File: config.mk
export PLATFORM = sky130hd
export DESIGN_NAME = score_keeper
export DESIGN_NICKNAME = d
export VERILOG_FILES = /design/src/rtl/score_keeper.sv
export SDC_FILE = /design/constraint.sdc
export NUM_CORES = 1
export LEC_CHECK = 0
export CORE_ASPECT_RATIO = 0.5
export CORE_MARGIN = 3
export CORE_UTILIZATION = 55
export DETAILED_ROUTE_END_ITERATION = 8
export DONT_BUFFER_PORTS = 1
export PLACE_DENSITY = 0.68
export SYNTH_ARGS = -nofsm -noshare
export SYNTH_HDL_FRONTEND = slang
export SYNTH_SLANG_ARGS = --single-unit
File: constraint.sdc
create_clock -name clk -period 8.05 [get_ports clk]
set_clock_uncertainty 0.15 [all_clocks]
set_input_delay 2.0125 -clock clk [delete_from_list [all_inputs] [get_ports clk]]
set_output_delay 2.0125 -clock clk [all_outputs]
set_load 0.005 [all_outputs]
File: src/rtl/score_keeper.sv
// score_keeper: score, high score, lives and credit bookkeeping for a
// shoot-'em-up style game, driven by a four-state game FSM.
//
// Ports
//   clk           system clock
//   resetN        asynchronous active-low reset
//   startOfFrame  one-cycle pulse per video frame
//   scoreUpdate   points to add; nonzero for one cycle per kill
//   playerHit     level, alien shot overlaps the player
//   startGame     level, start / new-game key held
//   gameEnded     level, high during end-of-game screens
//   keyCoinN      coin key, active-low, debounced
//   score         current score, 0..9999
//   hiScore       best score since reset
//   lives         remaining lives, 0..7
//   credits       stored credits, 0..9
//   gameLose      level, game lost (held through the over state)
//   invuln        high while the player is dying / respawning
//
// All outputs are registered; every input affects the outputs one clock later.
module score_keeper (
  input  logic        clk,
  input  logic        resetN,
  input  logic        startOfFrame,
  input  logic [7:0]  scoreUpdate,
  input  logic        playerHit,
  input  logic        startGame,
  input  logic        gameEnded,
  input  logic        keyCoinN,
  output logic [13:0] score,
  output logic [13:0] hiScore,
  output logic [2:0]  lives,
  output logic [3:0]  credits,
  output logic        gameLose,
  output logic        invuln
);

  localparam logic [13:0] MaxScore    = 14'd9999;
  localparam logic [13:0] BonusScore  = 14'd1500;
  localparam logic [5:0]  DyingFrames = 6'd60;
  localparam logic [3:0]  MaxCredits  = 4'd9;
  localparam logic [2:0]  StartLives  = 3'd3;

  typedef enum logic [1:0] {StIdle, StPlay, StDying, StOver} state_e;

  state_e     state;
  logic [5:0] frameCnt;
  logic       bonusDone;
  logic       hitArmed;
  logic       coinPrev;
  logic       coinArmed;
  logic       startPrev;
  logic       endedPrev;

  logic        coinEdge;
  logic        startEdge;
  logic        endEdge;
  logic        active;
  logic        startOk;
  logic        hitOk;
  logic        bonusNow;
  logic        goOver;
  logic [14:0] scoreSum;
  logic [13:0] scoreNext;
  logic [3:0]  livesSum;
  logic [2:0]  livesNext;
  logic [4:0]  creditsSum;
  logic [3:0]  creditsNext;
  logic [13:0] hiNext;

  always_comb begin
    // coinArmed stays low until the key has been seen released after reset,
    // so a key held down through reset release never counts as a coin.
    coinEdge  = coinArmed & coinPrev & ~keyCoinN;
    startEdge = startGame & ~startPrev;
    endEdge   = gameEnded & ~endedPrev;
    active    = (state == StPlay) || (state == StDying);
    startOk   = startEdge && (credits != 4'd0) && (state == StIdle || state == StOver);
    // Only the first hit cycle after a frame pulse is taken.
    hitOk     = (state == StPlay) && playerHit && hitArmed;

    scoreSum  = {1'b0, score} + {7'd0, scoreUpdate};
    scoreNext = score;
    if (active && (scoreUpdate != 8'd0)) begin
      scoreNext = (scoreSum > {1'b0, MaxScore}) ? MaxScore : scoreSum[13:0];
    end
    bonusNow  = active && !bonusDone && (scoreNext >= BonusScore);

    // Bonus and hit on the same cycle cancel; the sum is clamped afterwards.
    livesSum  = {1'b0, lives} + {3'd0, bonusNow} - {3'd0, hitOk};
    livesNext = (livesSum > 4'd7) ? 3'd7 : livesSum[2:0];
    goOver    = active && (endEdge || (hitOk && (livesNext == 3'd0)));

    // Coin and accepted start on the same cycle net to zero.
    creditsSum  = {1'b0, credits} + {4'd0, coinEdge} - {4'd0, startOk};
    creditsNext = (creditsSum > {1'b0, MaxCredits}) ? MaxCredits : creditsSum[3:0];

    hiNext = (scoreNext > hiScore) ? scoreNext : hiScore;
  end

  always_ff @(posedge clk or negedge resetN) begin
    if (!resetN) begin
      state     <= StIdle;
      score     <= 14'd0;
      hiScore   <= 14'd0;
      lives     <= 3'd0;
      credits   <= 4'd0;
      gameLose  <= 1'b0;
      invuln    <= 1'b0;
      frameCnt  <= 6'd0;
      bonusDone <= 1'b0;
      hitArmed  <= 1'b0;
      coinPrev  <= 1'b1;
      coinArmed <= 1'b0;
      startPrev <= 1'b0;
      endedPrev <= 1'b0;
    end else begin
      coinPrev  <= keyCoinN;
      coinArmed <= coinArmed | keyCoinN;
      startPrev <= startGame;
      endedPrev <= gameEnded;
      credits   <= creditsNext;

      if (startOfFrame) begin
        hitArmed <= 1'b1;
      end else if (hitOk) begin
        hitArmed <= 1'b0;
      end

      case (state)
        StIdle, StOver: begin
          if (startOk) begin
            state     <= StPlay;
            score     <= 14'd0;
            lives     <= StartLives;
            gameLose  <= 1'b0;
            bonusDone <= 1'b0;
            invuln    <= 1'b0;
            frameCnt  <= 6'd0;
          end
        end
        StPlay, StDying: begin
          score <= scoreNext;
          lives <= livesNext;
          if (bonusNow) begin
            bonusDone <= 1'b1;
          end
          if (goOver) begin
            state    <= StOver;
            gameLose <= 1'b1;
            invuln   <= 1'b0;
            frameCnt <= 6'd0;
            hiScore  <= hiNext;
          end else if (hitOk) begin
            state    <= StDying;
            invuln   <= 1'b1;
            frameCnt <= DyingFrames;
          end else if ((state == StDying) && startOfFrame) begin
            frameCnt <= frameCnt - 6'd1;
            if (frameCnt <= 6'd1) begin
              state  <= StPlay;
              invuln <= 1'b0;
            end
          end
        end
        default: begin
          state <= StIdle;
        end
      endcase
    end
  end

endmodule

==> impl_results.md <==
* Layout Cells excl Fill at 497
* Post-synthesis adder-cell area fraction at 0.134
* Clock slew at reported path FFs at 0.07 ns
* Critical Path RT at just over 8 ns
* Routed vias at 3,196
* DR vias/cell at 6.43
* Asr flop ratio synth at 1.00
* Fin Hold WS at 0.322 ns
* Share of layout cells above drive strength 1 at 0.100
* Clock H-tree levels at 2
* Multiplexer share of the synthesized area at 0.0456
* Post-Synth XOR/XNOR Area at 0.0276
* Post-Route WL at 9.16 mm
* CTS tree: built
* Period utilization at 0.944
* Die Wd at 124 um
* Overall routing resource usage at 0.235
* Die height at 64.9 um
* Most frequent cells in the layout: dfrtp_1, inv_1, ha_1, nand2_1, nor2_1
* Root Buffer: clkbuf_16
* Synth Cell Area at roughly 3800 um2
* DRC Markers at 0
* Synth Area in Compound Gates at 0.255
* Top cells by area, synth: dfrtp_1, ha_1, inv_1
* Crit-path most repeated cell: ha_1
* Dpl ws at 0.234 ns
* PostCTS Resize Cnt at 0
* Most common cell after layout, fill and taps aside: dfrtp_1
* Startpoint Class: input port
* Antenna-violating nets left at 0
* Total CTS buffers at 5
* Ant diodes at 0
* Worst setup margin at ~0.45 ns
* Top-Level Pins at 52
* Buffers on Ports at 0
* Syn Nets at 465
* Area Growth Syn to Fin at 5.71%
* CTS Hold Bufs at 0
* Ys flop type: dfrtp_1
* Final Hold Vio Count at 0
* Peak supply drop at between 200 and 250 uV
* Power Density at 407 nW/um2
* CP max stage delay at 0.48 ns
* Post-synthesis simple-gate area fraction at 0.143
* Slew margin rel. at 0.220
* Post-synth cell types at 69
* Critical path data arrival time at between 7 and 8 ns
* Starting DRT DRC Count at about 230
* GRT overflow at 0
* Pleak at roughly 1.8 nW
* Fmax at 0.132 GHz
* Final instance area at 4030 um2
* Worst Max-Slew Pin Slew at between 1 and 1.5 ns
* Slew Viols, Final at 0
* Post-synth top area cell: dfrtp_1
* Crit Path Max Fanout at 14
* Placed Area at 3890 um2
* Min Clock Period, post-route at 7.60 ns
* Syn_area_per_cell at 9.28 um2
* Post-Syn Instances at around 400
* Layout Nets at 462
* Post-synth EDFFs at 0
* Outcome: complete, no violations
* Hpwl dp at around 7 mm
* Placed cell count at 489
* GP Congestion at 0.930
* Sink Count at 51
* Largest family of logic cells by synthesized area: compound AO/OA/AOI/OAI gates
* Ys Warns at 0
* Skew-Pair Late Insertion Delay at 0.29 ns
* Crit path kind: in2reg
* Final setup violation count at 0
* Sequential fraction of the synthesis area at 0.335
* Slowest cell on crit path: or4_4
* CORE AREA at 6380 um2
* Synth Register Bits at 51
* Setup Buffers After CTS at 0
* Largest net degree at the start of global routing at 52
* Max Cap Viol at 0
* Number of antenna violations at the first check in global routing at 0
* Synth top area share at 0.328
* Maximum root-to-sink buffer count at 2
* Setup TNS at 0 ns
* Num rows at 20
* Unrepaired setup endpoints after global routing: false
* Worst hold path type: reg2reg
* Average wire per standard cell at 18.4 um
* Die area at between 8000 and 9000 um2
* Vias in the first global route at slightly above 3,000
* Setup crit end kind: register
* Critical Path, Cell by Cell: ha_1 > fa_1 > a211oi_1 > o31a_1 > a21oi_1 > or4_4 > a2111oi_4 > nor2_1 > a222oi_1 > o21ai_1 > a211o_1 > ha_1 > inv_1 > ha_1 > inv_1 > fa_1 > nor3b_1 > a31oi_1 > nor2_1 > o32ai_1 > buf_4 > o21ba_2 > o22a_1
* DRT Pass-1 Iters at 5
* Starting density of the core at 0.597
* First-pass GRT wire length at 15.1 mm
-- sequential cells by signal, indices dropped and copies added, names as in the netlist --
signal / flops
lives: 3
state: 2
score: 14
credits: 4
hiScore: 14
coinPrev: 1
startPrev: 1
bonusDone: 1
hitArmed: 1
invuln: 1
gameLose: 1
endedPrev: 1
coinArmed: 1
frameCnt: 6
-- metrics by stage --
| step | util | total power, mW |
|---|---|---|
| after global placement | 0.609 | 1.37 |
| final | 0.632 | 1.64 |
| after detailed placement | 0.609 | 1.41 |
| after floorplan | - | 1.17 |
| after CTS | 0.632 | 1.62 |
| after global routing | 0.632 | 1.78 |
-- cells in the mapped netlist, types with 3 or more instances --
master and instances:
fa_1 3, nand3_1 8, nor2_1 28, nor2b_1 4, ha_1 36, nor4_1 6, a21oi_1 22, a22o_1 14
nor3_1 4, and2_1 4, a31oi_1 5, a221oi_1 3, xnor2_1 6, a211oi_1 6, buf_2 3, inv_1 41
mux2_2 11, o22a_1 8, nand4_1 3, a41oi_1 3, o211ai_1 4, a21o_1 13, xor2_1 6, clkbuf_1 10
o21ai_0 14, nor3b_1 3, o21a_1 4, dfrtp_1 50, nand2_1 35, mux2i_1 5
-- final cells by class --
class / instances / area (um2)
tap: 88 / 110
clock inverter: 2 / 12.5
multi-input combinational: 303 / 2310
inverter: 43 / 161
clock buffer: 6 / 129
timing repair buffer: 4 / 30.0
sequential: 51 / 1280
fill: 530 / 2350
-- worst max-delay path: cells and delay by family --
| kind | cells | cell delay [ns] |
|---|---|---|
| buf+inv | 3 | 0.35 |
| compound gates | 11 | 2.87 |
| simple gates | 4 | 0.84 |
| fa+ha+maj | 5 | 1.53 |
-- report_power, final --
part | total [mW] | internal [mW] | switching (mW)
sequential | 0.421 | 0.322 | 0.0989
combinational | 1.01 | 0.413 | 0.601
clock | 0.206 | 0.115 | 0.0909
total | 1.64 | 0.850 | 0.790
-- cell families (layout without fill, tap and decap cells) --
logic type                 Yosys count  in the layout
DFF                                 51             51
muxes                               16             16
AOI/OAI and AO/OA                  126            126
buffers and inverters               57             55
adders and majority gates           39             39
and+or+nand+nor                    110            110
xor gates and xnor gates            12             12
-- metal layers --
metal  GRT usage  vias to the layer above  share of wire
met5           0                        -              0
met4      0.0428                        0         0.0067
li1            -                     1497              -
met2       0.385                      119           0.46
met3      0.0558                        9          0.073
met1       0.321                     1571           0.46
-- worst paths after layout --
check,from,to,slack (ns),cells past startpoint
worst max-delay path,scoreUpdate[0],frameCnt[5]$_DFFE_PN0P_,0.45,23
worst min-delay path,coinArmed$_DFF_PN0_,coinArmed$_DFF_PN0_,0.32,1
worst max register to register,score[0]$_DFFE_PN0P_,frameCnt[5]$_DFFE_PN0P_,1.68,23
worst min register to register,coinArmed$_DFF_PN0_,coinArmed$_DFF_PN0_,0.32,1
max in group asynchronous,resetN,coinPrev$_DFF_PN1_,6.30,0
min in group asynchronous,resetN,frameCnt[0]$_DFFE_PN0P_,1.26,0
Note: power is estimated with default switching activity, not from simulation.
==> RTL change: new RTL, same settings <==
Encoding of `state_e`: now Gray code (2 bits for 4 states).
--- a/src/rtl/score_keeper.sv
+++ b/src/rtl/score_keeper.sv
@@ -43,3 +43,3 @@
 
-  typedef enum logic [1:0] {StIdle, StPlay, StDying, StOver} state_e;
+  typedef enum logic [1:0] {StIdle = 2'b00, StPlay = 2'b01, StDying = 2'b11, StOver = 2'b10} state_e;
 
Behaviour: no difference found for any inputs over 4 cycles, from zero or initial values and one cycle with resetN low; so few cycles prove little.
==> RTL change against the unedited design <==
Global-route usage down 1.7 points. Routed wire length shrank 11%. Power is 10% lower. Maximum frequency up 2.9%. Setup slack improved by 0.21 ns. Synthesized area down 3.6%. First-iteration DRC count down 48%. Non-clock buffer count shrank 1. Final area decreased by 3.7%. Hold slack lost 0.0023 ns. Sequential cell count stayed put. Largest cell class unchanged.
==> RTL change: results (changes against the unedited design) <==
* Top sig layer: met4
* Critical Path AT at 7.42 ns (-0.22 ns)
* Vias in the first global route at 2,796 (-10%)
* Fraction of layout cells with a size suffix above 1 at 10.7% (+0.72 points)
* Util after Layout at 62.0% (-1.1 points)
* Synth top area cells: dfrtp_1 34%, ha_1 12%, inv_1 4.3%, mux2_2 4.3%, o21ai_0 3.5%
* Met1 Use GR at 28.8% (-3.4 points)
* CTS root buffer: clkbuf_16
* Met3 WL at 605 µm (-9.3%)
* Ys async rst share at 100% (unchanged)
* Post-synth top cells: 50 x dfrtp_1, 42 x inv_1, 34 x ha_1
* GP Congestion at 0.922 (-0.85%)
* Worst Hold Depth at 1 (unchanged)
* Sequential share of the synthesized area at 34.8% (+1.3 points)
* M1 WL at 3770 µm (-10%)
* Clock transition at path regs at 0.07 ns (about the same)
* Met2 Usage GRT at 34.8% (-3.8 points)
* Total CTS buffers at 5 (unchanged)
* Met2 wire len at 3640 µm (-14%)
* Ant diodes at 0 (unchanged)
* Pin count of the biggest net entering global routing at 52 (unchanged)
* Total Nets Final at 442 (-4.3%)
* R2R depth at 20 (-13%)
* Dpl cell area at 3730 µm² (-4.2%)
* Vias post-DR at 2,875 (-10%)
* Post-synthesis compound-gate area fraction at 21.4% (-4.1 points)
* Initial DRC count at 119 (-48%)
* Post-CTS Setup Bufs at 0 (unchanged)
* Initial Utilization at 58.7% (-1.0 points)
* Yosys warns at 0 (unchanged)
* Post-DP HPWL at 6350 µm (-8.8%)
* Maximum VDD drop at 0.156 mV (-23%)
* Worst slew pin tran at 1.20 ns (+0.0337 ns)
* Initial antenna violation count at 0 (unchanged)
* GRT Util Overall at 21.8% (-1.7 points)
* Setup TNS at 0 ns (unchanged)
* Port bufs at 0 (unchanged)
* Iteration count of the initial detailed-routing pass at 4 (-1)
* # resized after CTS at 0 (unchanged)
* Hold Crit Class: reg -> reg
* Post-synthesis mux area share at 4.84% (+0.27 points)
* GR met3 Demand/Resource at 6.63% (+1.1 points)
* CTS Buffer Depth at 2 (unchanged)
* Post-Synth XOR/XNOR Area at 4.80% (+2.0 points)
* DRT Wirelength at 8120 µm (-11%)
* Filler cells at 536 (+1.1%)
* Leakage at 1.79 nW (-1.4%)
* First-pass GRT wire length at 13,400 µm (-11%)
* Adder-Cell Fraction of Synth Area at 13.2% (-0.17 points)
* Largest registers: hiScore x14, score x14, frameCnt x6
* Syn nets at 445 (-4.3%)
* Clock latency at the later pin of the worst-skew pair at 0.29 ns (about the same)
* Outcome: complete, no violations
* Crit path max fanout at 14 (unchanged)
* Netlist cell types at 63 (-8.7%)
* CTS H-tree lvls at 2 (unchanged)
RTL change: changes by cell type after synthesis, sizes merged, moves of 4 or more:
cell,unedited run,this run
a211oi,8,4
a21o,14,9
nand2,36,32
nand3,8,2
nor2,28,21
o21ai,16,27
o22a,8,2
o31ai,3,9
or2,1,6
xnor2,6,10
RTL change: layout make-up:
cell class	instances	area share (%)
multi-input cells	287	55.7
flip-flops and latches	51	32.9
inverters	42	4.06
clock buffers	5	3.22
well taps	88	2.84
clock inverters	3	0.709
repair buffers	3	0.580
RTL change: report_power, final:
group	switching, mW	internal (mW)	total, mW
combinational	0.443	0.339	0.782
clock	0.100	0.118	0.218
sequential	0.124	0.345	0.469
total	0.667	0.802	1.47
RTL change: path summary, 6_finish.rpt:
path / start / endpoint / slack (ns)
max in group asynchronous: resetN / coinPrev / 6.30
min in group asynchronous: resetN / score[0] / 1.26
setup reg to reg: score[0] / hiScore[5] / 1.91
hold / removal: coinArmed / coinArmed / 0.32
setup / recovery: scoreUpdate[0] / hiScore[5] / 0.66
hold reg to reg: coinArmed / coinArmed / 0.32
RTL change: critical path: stages:
cell       delay [ns]
ha_1             0.22
fa_1             0.43
a211oi_1         0.39
o211ai_1         0.22
and3_1           0.26
nand2b_1         0.18
a2111oi_4        0.38
o21ai_4          0.16
and2_4           0.19
o311ai_1         0.31
ha_1             0.29
inv_1            0.06
ha_1             0.16
inv_1            0.06
fa_1             0.52
and3b_1          0.16
a32oi_1          0.12
nor2b_1          0.28
nand3b_1         0.52
mux2_2           0.47
RTL change: stage by stage:
stage | instances | setup slack (ns)
after floorplan | 393 | 0.940
after global placement | 471 | 0.624
after detailed placement | 471 | 0.399
after CTS | 479 | 0.691
after global routing | 479 | 0.422
final | 479 | 0.659
